`src/rtl/regfile_wb_arbiter.sv`:
```
// -----------------------------------------------------------------------------
// regfile_wb_arbiter
//   Round-robin arbiter that shares the single write port of the integer
//   register file among N_REQ writeback requesters (ALU, load unit, mul/div).
//   Each requester uses a valid/ready handshake. The winning write is
//   registered and presented to the register file for exactly one cycle.
//
// Ports
//   clk          clock, all state on rising edge
//   rst          synchronous active-high reset
//   req_valid_i  [N_REQ]             requester k has a write pending
//   req_ready_o  [N_REQ]             requester k accepted this cycle (one-hot or zero)
//   req_addr_i   [N_REQ*ADDR_WIDTH]  packed destination index, slice k = requester k
//   req_data_i   [N_REQ*DATA_WIDTH]  packed write data, slice k = requester k
//   stall_i      pipeline hold, suppresses all grants
//   wr_en_o      register-file write enable
//   rd_addr_o    register-file write index
//   data_o       register-file write data
//   grant_idx_o  index of the last accepted requester (debug)
//
// Optional feature (macro REGFILE_WB_ARB_FWD_EN)
//   Adds two combinational forwarding lookups (a/b) against the write that is
//   currently on the register-file port and not yet committed:
//   fwd_addr_a_i/fwd_addr_b_i in, fwd_hit_a_o/fwd_hit_b_o and
//   fwd_data_a_o/fwd_data_b_o out.
// -----------------------------------------------------------------------------
module regfile_wb_arbiter #(
  parameter  int N_REQ      = 3,
  parameter  int DATA_WIDTH = 32,
  parameter  int ADDR_WIDTH = 5,
  localparam int IDX_W      = $clog2(N_REQ)
) (
  input  logic                        clk,
  input  logic                        rst,
  input  logic [N_REQ-1:0]            req_valid_i,
  output logic [N_REQ-1:0]            req_ready_o,
  input  logic [N_REQ*ADDR_WIDTH-1:0] req_addr_i,
  input  logic [N_REQ*DATA_WIDTH-1:0] req_data_i,
  input  logic                        stall_i,
  output logic                        wr_en_o,
  output logic [ADDR_WIDTH-1:0]       rd_addr_o,
  output logic [DATA_WIDTH-1:0]       data_o,
  output logic [IDX_W-1:0]            grant_idx_o
`ifdef REGFILE_WB_ARB_FWD_EN
  ,
  input  logic [ADDR_WIDTH-1:0]       fwd_addr_a_i,
  input  logic [ADDR_WIDTH-1:0]       fwd_addr_b_i,
  output logic                        fwd_hit_a_o,
  output logic                        fwd_hit_b_o,
  output logic [DATA_WIDTH-1:0]       fwd_data_a_o,
  output logic [DATA_WIDTH-1:0]       fwd_data_b_o
`endif
);

  logic [ADDR_WIDTH-1:0] addr_slice [N_REQ];
  logic [DATA_WIDTH-1:0] data_slice [N_REQ];

  logic [IDX_W-1:0]      ptr_reg, ptr_next;
  logic                  wr_en_reg, wr_en_next;
  logic [ADDR_WIDTH-1:0] addr_reg, addr_next;
  logic [DATA_WIDTH-1:0] data_reg, data_next;
  logic [IDX_W-1:0]      gidx_reg, gidx_next;

  logic                  grant_any;
  logic [IDX_W-1:0]      grant_idx;
  logic                  accept;

  genvar gi;
  generate
    for (gi = 0; gi < N_REQ; gi++) begin : g_slice
      assign addr_slice[gi]  = req_addr_i[gi*ADDR_WIDTH +: ADDR_WIDTH];
      assign data_slice[gi]  = req_data_i[gi*DATA_WIDTH +: DATA_WIDTH];
      assign req_ready_o[gi] = accept && (grant_idx == IDX_W'(gi));
    end
  endgenerate

  // Search from the pointer upward with wrap-around. Iterating the offsets
  // from highest to lowest lets the smallest offset (first in RR order) win.
  always_comb begin
    int cand;
    grant_any = 1'b0;
    grant_idx = '0;
    cand      = 0;
    for (int i = N_REQ - 1; i >= 0; i--) begin
      cand = (int'(ptr_reg) + i) % N_REQ;
      if (req_valid_i[cand]) begin
        grant_any = 1'b1;
        grant_idx = cand[IDX_W-1:0];
      end
    end
  end

  // No acceptance while stalled or while reset is asserted.
  assign accept = grant_any && !stall_i && !rst;

  always_comb begin
    ptr_next   = ptr_reg;
    wr_en_next = 1'b0;
    addr_next  = addr_reg;
    data_next  = data_reg;
    gidx_next  = gidx_reg;
    if (accept) begin
      ptr_next  = (grant_idx == IDX_W'(N_REQ - 1)) ? '0 : grant_idx + 1'b1;
      gidx_next = grant_idx;
      // Writes to x0 are consumed without touching the register-file port;
      // the last real write's address/data stay on the bus.
      if (addr_slice[grant_idx] != '0) begin
        wr_en_next = 1'b1;
        addr_next  = addr_slice[grant_idx];
        data_next  = data_slice[grant_idx];
      end
    end
  end

  always_ff @(posedge clk) begin
    if (rst) begin
      ptr_reg   <= '0;
      wr_en_reg <= 1'b0;
      addr_reg  <= '0;
      data_reg  <= '0;
      gidx_reg  <= '0;
    end else begin
      ptr_reg   <= ptr_next;
      wr_en_reg <= wr_en_next;
      addr_reg  <= addr_next;
      data_reg  <= data_next;
      gidx_reg  <= gidx_next;
    end
  end

  assign wr_en_o     = wr_en_reg;
  assign rd_addr_o   = addr_reg;
  assign data_o      = data_reg;
  assign grant_idx_o = gidx_reg;

`ifdef REGFILE_WB_ARB_FWD_EN
  // Bypass for the cycle before the register file commits the write.
  assign fwd_hit_a_o  = wr_en_reg && (addr_reg == fwd_addr_a_i) && (fwd_addr_a_i != '0);
  assign fwd_hit_b_o  = wr_en_reg && (addr_reg == fwd_addr_b_i) && (fwd_addr_b_i != '0);
  assign fwd_data_a_o = fwd_hit_a_o ? data_reg : '0;
  assign fwd_data_b_o = fwd_hit_b_o ? data_reg : '0;
`endif

endmodule
```
`config.mk`:
```
export PLATFORM = sky130hd
export DESIGN_NAME = regfile_wb_arbiter
export DESIGN_NICKNAME = d
export VERILOG_FILES = /design/src/rtl/regfile_wb_arbiter.sv
export SDC_FILE = /design/constraint.sdc
export NUM_CORES = 1
export LEC_CHECK = 0
export ABC_AREA = 1
export CAP_MARGIN = 20
export CORE_MARGIN = 2
export CORE_UTILIZATION = 43
export CTS_BUF_LIST = sky130_fd_sc_hd__clkbuf_8
export DETAILED_ROUTE_END_ITERATION = 6
export HOLD_SLACK_MARGIN = 0.1
export PLACE_DENSITY_LB_ADDON = 0.05
export SYNTH_ARGS = -nofsm -noshare
export SYNTH_HDL_FRONTEND = slang
export SYNTH_SLANG_ARGS = --single-unit
```
`constraint.sdc`:
```
create_clock -name clk -period 5.2 [get_ports clk]
set_clock_uncertainty 0.15 [all_clocks]
set_input_delay 1.04 -clock clk [delete_from_list [all_inputs] [get_ports clk]]
set_output_delay 1.04 -clock clk [all_outputs]
set_load 0.1 [all_outputs]
```
==> metrics.md <==
| Metric | Value |
|---|---|
| Ports | 160 |
| Seq cells post-synth | between 40 and 50 |
| Setup violators final | 0 |
| Cts hold-fix bufs | 0 |
| First-pass GRT wire length | 14,670 um |
| Commonest cells in the synthesized netlist | 160 x nand2_1, 54 x a21oi_1, 49 x nand3_1, 47 x nor2_1, 42 x dfxtp_1 |
| Max FO, Critical Path | 7 |
| # Post-CTS Setup Buffers | 0 |
| Antenna violations before repair | 0 |
| Crit path DAT | roughly 2.8 ns |
| Post-cts gate resize count | 0 |
| P_leak | between 1.5 and 2 nW |
| Mapped Avg Cell Area | 6.200 um2 |
| Area post-placement | 4399 um2 |
| Total gr overflow | 0 |
| Unrepaired setup endpoints after global routing | no |
| DRC viols | 0 |
| Top post-synthesis cells by area | dfxtp_1 30%, nand2_1 22%, a21oi_1 9.7%, nand3_1 8.8%, a21oi_2 6.6% |
| CTS tree | done |
| VDD IR max | between 0.0004 and 0.0005 V |
| Post-Route Setup TNS | 0 ns |
| Final GP Congestion | between 0.8 and 0.9 |
| Num Clock Sinks | between 40 and 50 |
| Synth Area in Compound Gates | around 17% |
| WL final | around 9000 um |
| Fillcell total | just under 600 |
| EDFF count, synth | 0 |
| Crit path time final | between 3 and 4 ns |
| Count leader, synth | nand2_1 |
| # Max-Cap Violations | 0 |
| Relative slew margins | 29.83% |
| Sequential cell area | approximately 840 um2 |
| Clk slew on worst S/H paths | approximately 0.070 ns |
| Multi-input logic area | between 1500 and 2000 um2 |
| Die Span X | roughly 85 um |
| Longest Clk Path Bufs | 2 |
| Power Density | approximately 450 nW/um2 |
| Ant. Diodes | 0 |
| Setup CP Type | input port to output pin |
| Max reg flops | 32 |
| Worst hold path type | register to register |
| Final hold violations | 0 |
| XOR/XNOR share of the synthesized area | 0% |
| CP required | ~4 ns |
| DP HPWL | about 6600 um |
| Post-synth cell types | 28 |
| Drt wl/cell | ~14 um |
| Fin nets | between 700 and 800 |
| ANT nets after route | 0 |
| Layout cells sized above 1 | 9.291% |
| Max Freq | about 250 MHz |
| Largest net degree at the start of global routing | between 70 and 80 |
| Adder-cell share of the synthesized area | under 10% |
| Setup slack, reg-to-reg | between 1.5 and 2 ns |
| Post-synth ARST share | 0% |
| Synth Warn # | 0 |
| Die Y | about 85 um |
| Post-Synth Simple-Gate Area | between 40% and 50% |
| Actual slew at the worst max-slew pin | about 1.0 ns |
| Vias | around 3,400 |
| Vias per std cell | just over 5 |
| Prevailing post-synth register cell | dfxtp_1 |
| Root Driver | clkbuf_8 |
| Mux share of post-synthesis cell area | 0% |
| PortBufs | about 160 |
| Cell count after synthesis | 450 |
| Core Region | about 6300 um2 |
| CP endpoint kind | output pin |
| Critical Path Source Type | input port |
| Initial DRC Count | 121 |
| Die area | roughly 7100 um2 |
| # rows | 29 |
| Vias in the first global route | about 3,200 |
| Largest family of logic cells by synthesized area | simple AND/OR/NAND/NOR gates |
| Dominant cell type by area after synthesis | dfxtp_1 |
| Run status | finished, final reports clean |
| H-Tree Depth | 2 |
| TritonRoute pass-1 iters | 4 |
| Design Area, Final | 4512 um2 |
| Clock Latency Late Sink | roughly 0.29 ns |
| Syn nets | 570 |
| Period utilisation layout | about three quarters |
| Synthesized area | ~2800 um2 |
| Gr usage total | between 20 and 25% |
| Synth top area share | between 30% and 40% |
| Seq/Total Area, Yosys | 30.13% |
| Fin. max-slew vios | 0 |
| Initial Util | 44.19% |
| Layout area overhead | 61.70% |
| Total CTS buffers | 5 |
-- area by class of cell --
cell class,count,share of cell area (%)
multi-input combinational,361,38.38
timing repair buffer,163,36.77
sequential,42,18.64
tap,77,2.135
clock buffer,6,1.830
inverter,19,1.581
clock inverter,1,0.6656
-- layer usage --
| layer | part of all wire (%) | track usage (%) | vias to the layer above |
|---|---|---|---|
| li1 | - | - | 1744 |
| met1 | 43 | 31.05 | 1542 |
| met2 | 48 | 42.73 | 114 |
| met3 | 8.0 | 6.391 | 12 |
| met4 | 1.3 | 6.349 | 0 |
| met5 | 0 | 0 | - |
-- stage by stage --
| stage | cells | hold slack [ns] | power, mW | utilization (%) | worst slack (ns) |
|---|---|---|---|---|---|
| finish | 669 | 0.3269 | 2.039 | 71.46 | 1.232 |
| CTS | 669 | 0.3315 | 2.049 | 71.46 | 1.230 |
| detailed placement | 662 | 0.3165 | 1.778 | 69.68 | 1.184 |
| global placement | 661 | 0.3005 | 1.759 | 69.24 | 1.246 |
| floorplan | 450 | 0.3486 | 1.464 | - | 0.2420 |
| global route | 669 | 0.3592 | 2.174 | 71.46 | 1.050 |
-- cells by family after synthesis --
| family | after synthesis |
|---|---|
| AOI/OAI and AO/OA | 79 |
| adders and majority gates | 3 |
| buffers and inverters | 47 |
| DFF | 42 |
| and+or+nand+nor | 279 |
-- worst max-delay path, stage by stage --
cell,delay (ns)
clkdlybuf4s50_1,0.52
nand2_1,0.07
nand3_1,0.12
and2_1,0.15
nor2_1,0.04
nand2_1,0.05
nand2_1,0.15
a21oi_1,0.28
buf_4,0.35
-- cells in the final DEF, fill, tap and decap left out, drive strengths merged --
| cell | netlist | routed |
|---|---|---|
| nand2 | 165 | 165 |
| nand3 | 55 | 55 |
| nand3b | 1 | 1 |
| inv | 18 | 18 |
| nand4 | 5 | 5 |
| bufinv | 0 | 1 |
| clkinv | 1 | 1 |
| dfxtp | 42 | 42 |
| ha | 3 | 3 |
| clkbuf | 8 | 6 |
| o21ai | 2 | 2 |
| o211ai | 1 | 1 |
| clkdlybuf4s50 | 0 | 156 |
| and2 | 1 | 1 |
| nor2 | 51 | 51 |
| buf | 20 | 7 |
| nor3 | 1 | 1 |
| a21oi | 76 | 76 |
-- path summary, 6_finish.rpt --
kind	start	endpoint	depth (start not counted)
worst min-delay path	rd_addr_o[2]	rd_addr_o[2]	2
worst max register to register	ptr_reg[0]	data_o[2]	18
worst max-delay path	req_valid_i[1]	req_ready_o[1]	9
worst min register to register	rd_addr_o[2]	rd_addr_o[2]	2
-- power breakdown --
part	internal [mW]	switching (mW)
clock network	0.154	0.112
logic	0.406	0.950
registers	0.381	0.0363
Note: power is estimated with default switching activity, not from simulation.
